--- config.mk ---
export PLATFORM = sky130hd
export DESIGN_NAME = hu_mul_acc_pipe
export DESIGN_NICKNAME = d
export VERILOG_FILES = /design/src/rtl/hu_arith_pkg.sv /design/src/rtl/hu_delay_line.sv /design/src/rtl/hu_mul_acc_pipe.sv
export SDC_FILE = /design/constraint.sdc
export NUM_CORES = 1
export LEC_CHECK = 0
export CORE_MARGIN = 2
export CORE_UTILIZATION = 61
export CTS_CLUSTER_SIZE = 14
export DETAILED_ROUTE_END_ITERATION = 12
export GPL_TIMING_DRIVEN = 1
export HOLD_SLACK_MARGIN = 0.05
export PLACE_DENSITY_LB_ADDON = 0.12
export SLEW_MARGIN = 20
export SYNTH_ARGS = -nofsm -noshare
export SYNTH_HDL_FRONTEND = slang
export SYNTH_SLANG_ARGS = --single-unit
export TNS_END_PERCENT = 30
--- constraint.sdc ---
create_clock -name clk -period 5.1 [get_ports clk]
set_input_delay 0.51 -clock clk [delete_from_list [all_inputs] [get_ports clk]]
set_output_delay 0.51 -clock clk [all_outputs]
set_load 0.01 [all_outputs]
--- src/rtl/hu_arith_pkg.sv ---
// Shared constants for the hu_* arithmetic pipelines: legal latency range and
// the fixed stage positions of the operand and multiply registers.
package hu_arith_pkg;

  localparam int unsigned STAGE_IN      = 1;
  localparam int unsigned STAGE_MUL     = 2;
  localparam int unsigned NUM_STAGE_MIN = STAGE_MUL;
  localparam int unsigned NUM_STAGE_MAX = 8;

endpackage

--- src/rtl/hu_delay_line.sv ---
// ce-gated valid/data delay line with synchronous reset; each stage's data
// register only loads on a valid beat, so bubbles leave the output data held.
module hu_delay_line #(
  parameter int unsigned WIDTH = 8,
  parameter int unsigned DEPTH = 2
) (
  input  logic             clk,
  input  logic             reset,
  input  logic             ce,
  input  logic             in_valid,
  input  logic [WIDTH-1:0] din,
  output logic             out_valid,
  output logic [WIDTH-1:0] dout
);

  if (DEPTH == 0) begin : g_pass
    assign out_valid = in_valid;
    assign dout      = din;
  end else begin : g_regs
    logic [DEPTH-1:0] v_q;
    logic [WIDTH-1:0] d_q [DEPTH];

    always_ff @(posedge clk) begin
      if (reset) begin
        v_q <= '0;
        for (int i = 0; i < int'(DEPTH); i++) d_q[i] <= '0;
      end else if (ce) begin
        v_q[0] <= in_valid;
        if (in_valid) d_q[0] <= din;
        for (int i = 1; i < int'(DEPTH); i++) begin
          v_q[i] <= v_q[i-1];
          if (v_q[i-1]) d_q[i] <= d_q[i-1];
        end
      end
    end

    assign out_valid = v_q[DEPTH-1];
    assign dout      = d_q[DEPTH-1];
  end

endmodule

--- src/rtl/hu_mul_acc_pipe.sv ---
// Pipelined multiplier with optional running-sum accumulator.
// Define HU_MAC_ACC_EN to add the acc_clr port and the accumulator.
module hu_mul_acc_pipe
  import hu_arith_pkg::*;
#(
  parameter int unsigned A_WIDTH     = 16,
  parameter int unsigned B_WIDTH     = 8,
  parameter int unsigned P_WIDTH     = 24,
  parameter int unsigned NUM_STAGE   = 4,
  parameter int unsigned SIGNED_MODE = 0
) (
  input  logic               clk,
  input  logic               reset,
  input  logic               ce,
  input  logic               in_valid,
  input  logic [A_WIDTH-1:0] din0,
  input  logic [B_WIDTH-1:0] din1,
`ifdef HU_MAC_ACC_EN
  input  logic               acc_clr,
`endif
  output logic [P_WIDTH-1:0] dout,
  output logic               out_valid
);

  localparam int unsigned FullWidth = A_WIDTH + B_WIDTH;
  localparam int unsigned DlyDepth  = NUM_STAGE - STAGE_MUL;
`ifdef HU_MAC_ACC_EN
  localparam int unsigned DlyWidth  = P_WIDTH + 1;
`else
  localparam int unsigned DlyWidth  = P_WIDTH;
`endif

  if (NUM_STAGE < NUM_STAGE_MIN || NUM_STAGE > NUM_STAGE_MAX) begin : g_bad_num_stage
    $error("hu_mul_acc_pipe: NUM_STAGE out of range");
  end

  logic [A_WIDTH-1:0]   a_q;
  logic [B_WIDTH-1:0]   b_q;
  logic                 v1_q, v2_q;
  logic [FullWidth-1:0] a_ext, b_ext, prod_full;
  logic [P_WIDTH-1:0]   prod_rs, p2_q;
  logic [DlyWidth-1:0]  dly_in, fin_d;
  logic                 fin_v;

  always_comb begin
    if (SIGNED_MODE != 0) begin
      a_ext = {{B_WIDTH{a_q[A_WIDTH-1]}}, a_q};
      b_ext = {{A_WIDTH{b_q[B_WIDTH-1]}}, b_q};
    end else begin
      a_ext = {{B_WIDTH{1'b0}}, a_q};
      b_ext = {{A_WIDTH{1'b0}}, b_q};
    end
    // Low FullWidth bits of the extended product are the exact product either way.
    prod_full = a_ext * b_ext;
  end

  if (P_WIDTH <= FullWidth) begin : g_trunc
    assign prod_rs = prod_full[P_WIDTH-1:0];
  end else begin : g_extend
    logic ext_bit;
    assign ext_bit = (SIGNED_MODE != 0) ? prod_full[FullWidth-1] : 1'b0;
    assign prod_rs = {{(P_WIDTH - FullWidth){ext_bit}}, prod_full};
  end

`ifdef HU_MAC_ACC_EN
  logic c1_q, c2_q;
`endif

  always_ff @(posedge clk) begin
    if (reset) begin
      a_q  <= '0;
      b_q  <= '0;
      v1_q <= 1'b0;
      p2_q <= '0;
      v2_q <= 1'b0;
`ifdef HU_MAC_ACC_EN
      c1_q <= 1'b0;
      c2_q <= 1'b0;
`endif
    end else if (ce) begin
      v1_q <= in_valid;
      v2_q <= v1_q;
      if (in_valid) begin
        a_q <= din0;
        b_q <= din1;
`ifdef HU_MAC_ACC_EN
        c1_q <= acc_clr;
`endif
      end
      if (v1_q) begin
        p2_q <= prod_rs;
`ifdef HU_MAC_ACC_EN
        c2_q <= c1_q;
`endif
      end
    end
  end

`ifdef HU_MAC_ACC_EN
  assign dly_in = {c2_q, p2_q};
`else
  assign dly_in = p2_q;
`endif

  hu_delay_line #(
    .WIDTH (DlyWidth),
    .DEPTH (DlyDepth)
  ) u_delay_line (
    .clk       (clk),
    .reset     (reset),
    .ce        (ce),
    .in_valid  (v2_q),
    .din       (dly_in),
    .out_valid (fin_v),
    .dout      (fin_d)
  );

  assign out_valid = fin_v;

`ifdef HU_MAC_ACC_EN
  logic [P_WIDTH-1:0] acc_q, acc_sum;

  // dout shows the new sum during the final-stage valid cycle; acc_q commits it
  // at the ce edge that ends that cycle.
  always_comb begin
    acc_sum = (fin_d[P_WIDTH] ? '0 : acc_q) + fin_d[P_WIDTH-1:0];
    dout    = fin_v ? acc_sum : acc_q;
  end

  always_ff @(posedge clk) begin
    if (reset) begin
      acc_q <= '0;
    end else if (ce && fin_v) begin
      acc_q <= acc_sum;
    end
  end
`else
  assign dout = fin_d;
`endif

endmodule

==> results of run 1 <==
## cells in the mapped netlist (all sizes together) (6+ instances only)
| library cell | count | share of area |
|---|---|---|
| nand2b | 7 | 0.0054 |
| o211ai | 6 | 0.0056 |
| nor2 | 9 | 0.0042 |
| nand3 | 10 | 0.0062 |
| edfxtp | 48 | 0.18 |
| nand2 | 131 | 0.061 |
| dfxtp | 52 | 0.13 |
| o21ai | 12 | 0.0075 |
| ha | 44 | 0.069 |
| fa | 84 | 0.21 |
| nor3 | 7 | 0.0044 |
| clkbuf | 34 | 0.016 |
| a21oi | 68 | 0.044 |
| buf | 32 | 0.028 |
| and2 | 153 | 0.12 |
| inv | 101 | 0.047 |
| xnor2 | 8 | 0.0087 |
| nand4 | 7 | 0.0054 |
## how the worst min path moves through the flow
stage                     startpoint  cells past startpoint  slack, ns         end
after floorplan           dly_in[15]                      2       0.42  dly_in[15]
after global placement    dly_in[19]                      2       0.43  dly_in[19]
after detailed placement  dly_in[19]                      2       0.44  dly_in[19]
after CTS                 dly_in[11]                      2       0.45  dly_in[11]
after global routing       dly_in[8]                      2       0.47   dly_in[8]
final                     dly_in[11]                      2       0.45  dly_in[11]
## power by group through the flow
stage	clock [uW]	sequential, uW	combinational, uW
3_5_place_dp	0	913	152
3_3_place_gp	0	912	147
5_1_grt	680	899	170
2_1_floorplan	0	895	113
4_1_cts	646	895	152
6_report	636	895	151
## state kept, by name (all words and copies together) (netlist names)
register	cells
u_delay_line.g_regs.d_q	48
dly_in	24
a_q	16
b_q	8
u_delay_line.g_regs.v_q	2
v1_q	1
v2_q	1
## worst reg2reg max path, cell delays in order (launching register included)
cell and delay [ns]:
dfxtp_1 0.64, and2_1 0.24, fa_1 0.46, fa_1 0.52, fa_1 0.55, inv_1 0.05, fa_1 0.52, inv_1 0.04
ha_1 0.41, a211o_1 0.35, a21oi_2 0.17, o21ai_1 0.08, a221o_1 0.34, a311o_1 0.32, nand3_1 0.07
## per-layer routing
| metal | wire length, um | share of wire | GRT usage |
|---|---|---|---|
| met4 | 212 | 0.014 | 0.0588 |
| met2 | 7360 | 0.48 | 0.389 |
| met3 | 730 | 0.048 | 0.0430 |
| met1 | 6920 | 0.45 | 0.295 |
| met5 | 0 | 0 | 0 |
## placed cells by master (no fill, tap or decap), types with 3 or more instances in the layout
master,instances
fa_1,84
nand4_1,7
inv_1,101
nand3_1,10
a21oi_1,66
a211oi_1,3
and2_1,153
nor2b_1,3
a31oi_1,3
nand2_1,131
o211ai_1,6
a211o_1,3
mux2i_1,4
clkbuf_16,9
xnor2_1,8
ha_1,44
o21ai_0,10
dfxtp_1,52
nand2b_1,7
nor3_1,7
a21o_1,3
edfxtp_1,48
clkdlybuf4s50_1,52
and3_1,3
nor2_1,9
## area by class of cell
cell class	instances	area share
inverter	101	0.0436
clock inverter	5	0.00402
sequential	100	0.285
timing repair buffer	54	0.0615
clock buffer	11	0.0267
tap	172	0.0247
multi-input combinational	596	0.554
## what timing repair did
action | CTS | global route
endpoints found under the hold margin | 0 | 0
resized for setup | 0 | 1
endpoints found under the setup margin | 0 | 1
## logic make-up after synthesis
group,after synthesis
AO/OA/AOI/OAI,114
XOR/XNOR,9
adder cells (fa/ha/maj),128
buffers and inverters,167
flip-flops,100
multiplexers,4
AND/OR/NAND/NOR,341
## metrics by stage
stage               worst slack, ns  hold slack (ns)  power [uW]
global placement              0.441            0.432        1060
CTS                           0.300            0.450        1690
global route                 0.0452            0.472        1750
floorplan                     0.581            0.417        1010
detailed placement            0.316            0.442        1060
finish                        0.265            0.447        1680
==> reports/qor.csv, run 1 <==
stage,metric,value,unit
global_route,grt_usage,0.227,
cts,cts.sinks,100,
layout,drive_gt1_frac,0.0254,
layout,nFillCells,1060,
setup_path,worstSetupPathType,flip-flop to flip-flop,
logic_synthesis,ys_seq_area_frac,0.309,
logic_synthesis,ys_seq_elements,100,
placement,dp_cells,1023,
setup_path,critPathTopFamily,adder cells,
drt,firstDrtPassIters,5,
cts,postCtsHoldBufs,0,
drt,first_iter_violations,338,
setup_path,end_kind,flip-flop,
logic_synthesis,async_flop_share,0,
setup_path,critPathMaxStageDelay,0.64,ns
sta,skew,0.0109,ns
logic_synthesis,synth_area,8040,sq um
placement,portBuffers,52,
logic_synthesis,synthXorXnorAreaFrac,0.00981,
setup_path,crit_path_start,b_q[6],
outcome,status,"finished, final reports clean",
setup_path,crit_slowest_cell,dfxtp_1,
cts,numCtsBuffers,9,
power,combPwrFrac,0.090,
setup_path,r2r_end,dly_in[21],
floorplan,start_util,0.632,
layout,final_util,0.684,
floorplan,io_pins,53,
sta,fin_crit_sh,0.948,
placement,placed_cell_area,8440,sq um
setup_path,crit_arrival,5.12,ns
power,seqPwrFrac,0.532,
global_route,grt_max_degree,51,
drt,via_count,5549,
sta,grt_setup_unrepaired,no,
global_route,grt_antenna_before_repair,0,
logic_synthesis,synth_enable_flop_cells,48,
setup_path,rrSetupSlack,0.26,ns
sta,finalSetupViolCount,0,
sta,relSlewSlack,0.367,
min_path,hp-class,flip-flop to flip-flop,
global_route,grt_pass1_vias,5578,
power,switching_share,0.247,
logic_synthesis,synth-adder-area-share,0.278,
job,maxCapViolCount,0,
drt,wl_per_cell,14.7,um
setup_path,r2r_start,b_q[6],
layout,multi_input_comb_area,4820,sq um
setup_path,crit_buf_inv,2,
setup_path,startpoint_type,flip-flop,
logic_synthesis,synth_compound_area_frac,0.0855,
cts,cts_tree,yes,
drt,routed_wl,15200,um
floorplan,rows,41,
setup_path,required,5.38,ns
drt,via_per_inst,5.34,
sta,tightest_slew,0.948,ns
sta,slew_viol_final,0,
layout,nNetsFinal,1018,
logic_synthesis,synth_cells,863,
logic_synthesis,synth_top_family_by_area,adder cells,
cts,clkLatencyLatePin,0.35,ns
power,peakVddDrop,143,uV
cts,clockRootBuffer,clkbuf_16,
global_route,grt.overflow.total,0,
cts,clockBufferDepth,2,
power,p_switching,416,uW
floorplan,die_area,14100,sq um
drt,antenna_left,0,
setup_path,reg2regPathDepth,14,
setup_path,crit_fanout,17,
sta,timing.fmax,0.207,GHz
setup_path,crit_chain,and2_1 -> fa_1 -> fa_1 -> fa_1 -> inv_1 -> fa_1 -> inv_1 -> ha_1 -> a211o_1 -> a21oi_2 -> o21ai_1 -> a221o_1 -> a311o_1 -> nand3_1,
power,power.leakage,0.00388,uW
setup_path,cpMostUsedCell,fa_1,
cts,cts_max_level,3,
layout,stdcell_count,1039,
logic_synthesis,synthSimpleGateAreaFrac,0.222,
layout,diodes,0,
placement,gp_congestion,0.887,
power,p_per_area,193,nW/um^2
logic_synthesis,synth.avg_cell_area,9.31,sq um
layout,seq_area,2480,sq um
logic_synthesis,synthMuxAreaShare,0.00498,
drt,drc,0,
placement,dp_hpwl,12000,um
power,internal_power,1270,uW
power,clock_power_share,0.378,
global_route,grt_pass1_wl,26000,um
floorplan,fp.dieH,119,um
logic_synthesis,synth_nets,1019,
sta,hold_viol,0,
logic_synthesis,ys.flop_type,dfxtp_1,
sta,tns,0,ns
cts,post_cts_buffers,0,
setup_path,path_depth,14,
floorplan,die_w,119,um
sta,period_needed,4.84,ns
layout,syn2layout_area_growth,8.33,%
floorplan,fp.coreArea,12700,sq um
cts,path_clk_slew,0.07,ns
logic_synthesis,yosys_warnings,0,
setup_path,critical_path.endpoint,dly_in[21],
layout,fin_area,8700,sq um
logic_synthesis,yosysUniqueCellTypes,54,
Note: power is estimated with default switching activity, not from simulation.
==> run 2: changes to the inputs <==
--- a/constraint.sdc
+++ b/constraint.sdc
@@ -3,2 +3,2 @@
 set_output_delay 0.51 -clock clk [all_outputs]
-set_load 0.01 [all_outputs]
+set_load 0.005 [all_outputs]
==> results of run 2 <==
The final DEF is identical to that of run 1. Status: finished, final reports clean.
==> run 3: changes to the inputs <==
- CAP_MARGIN: default -> 20
==> results of run 3 <==
The final DEF is identical to that of run 1. Status: finished, final reports clean.
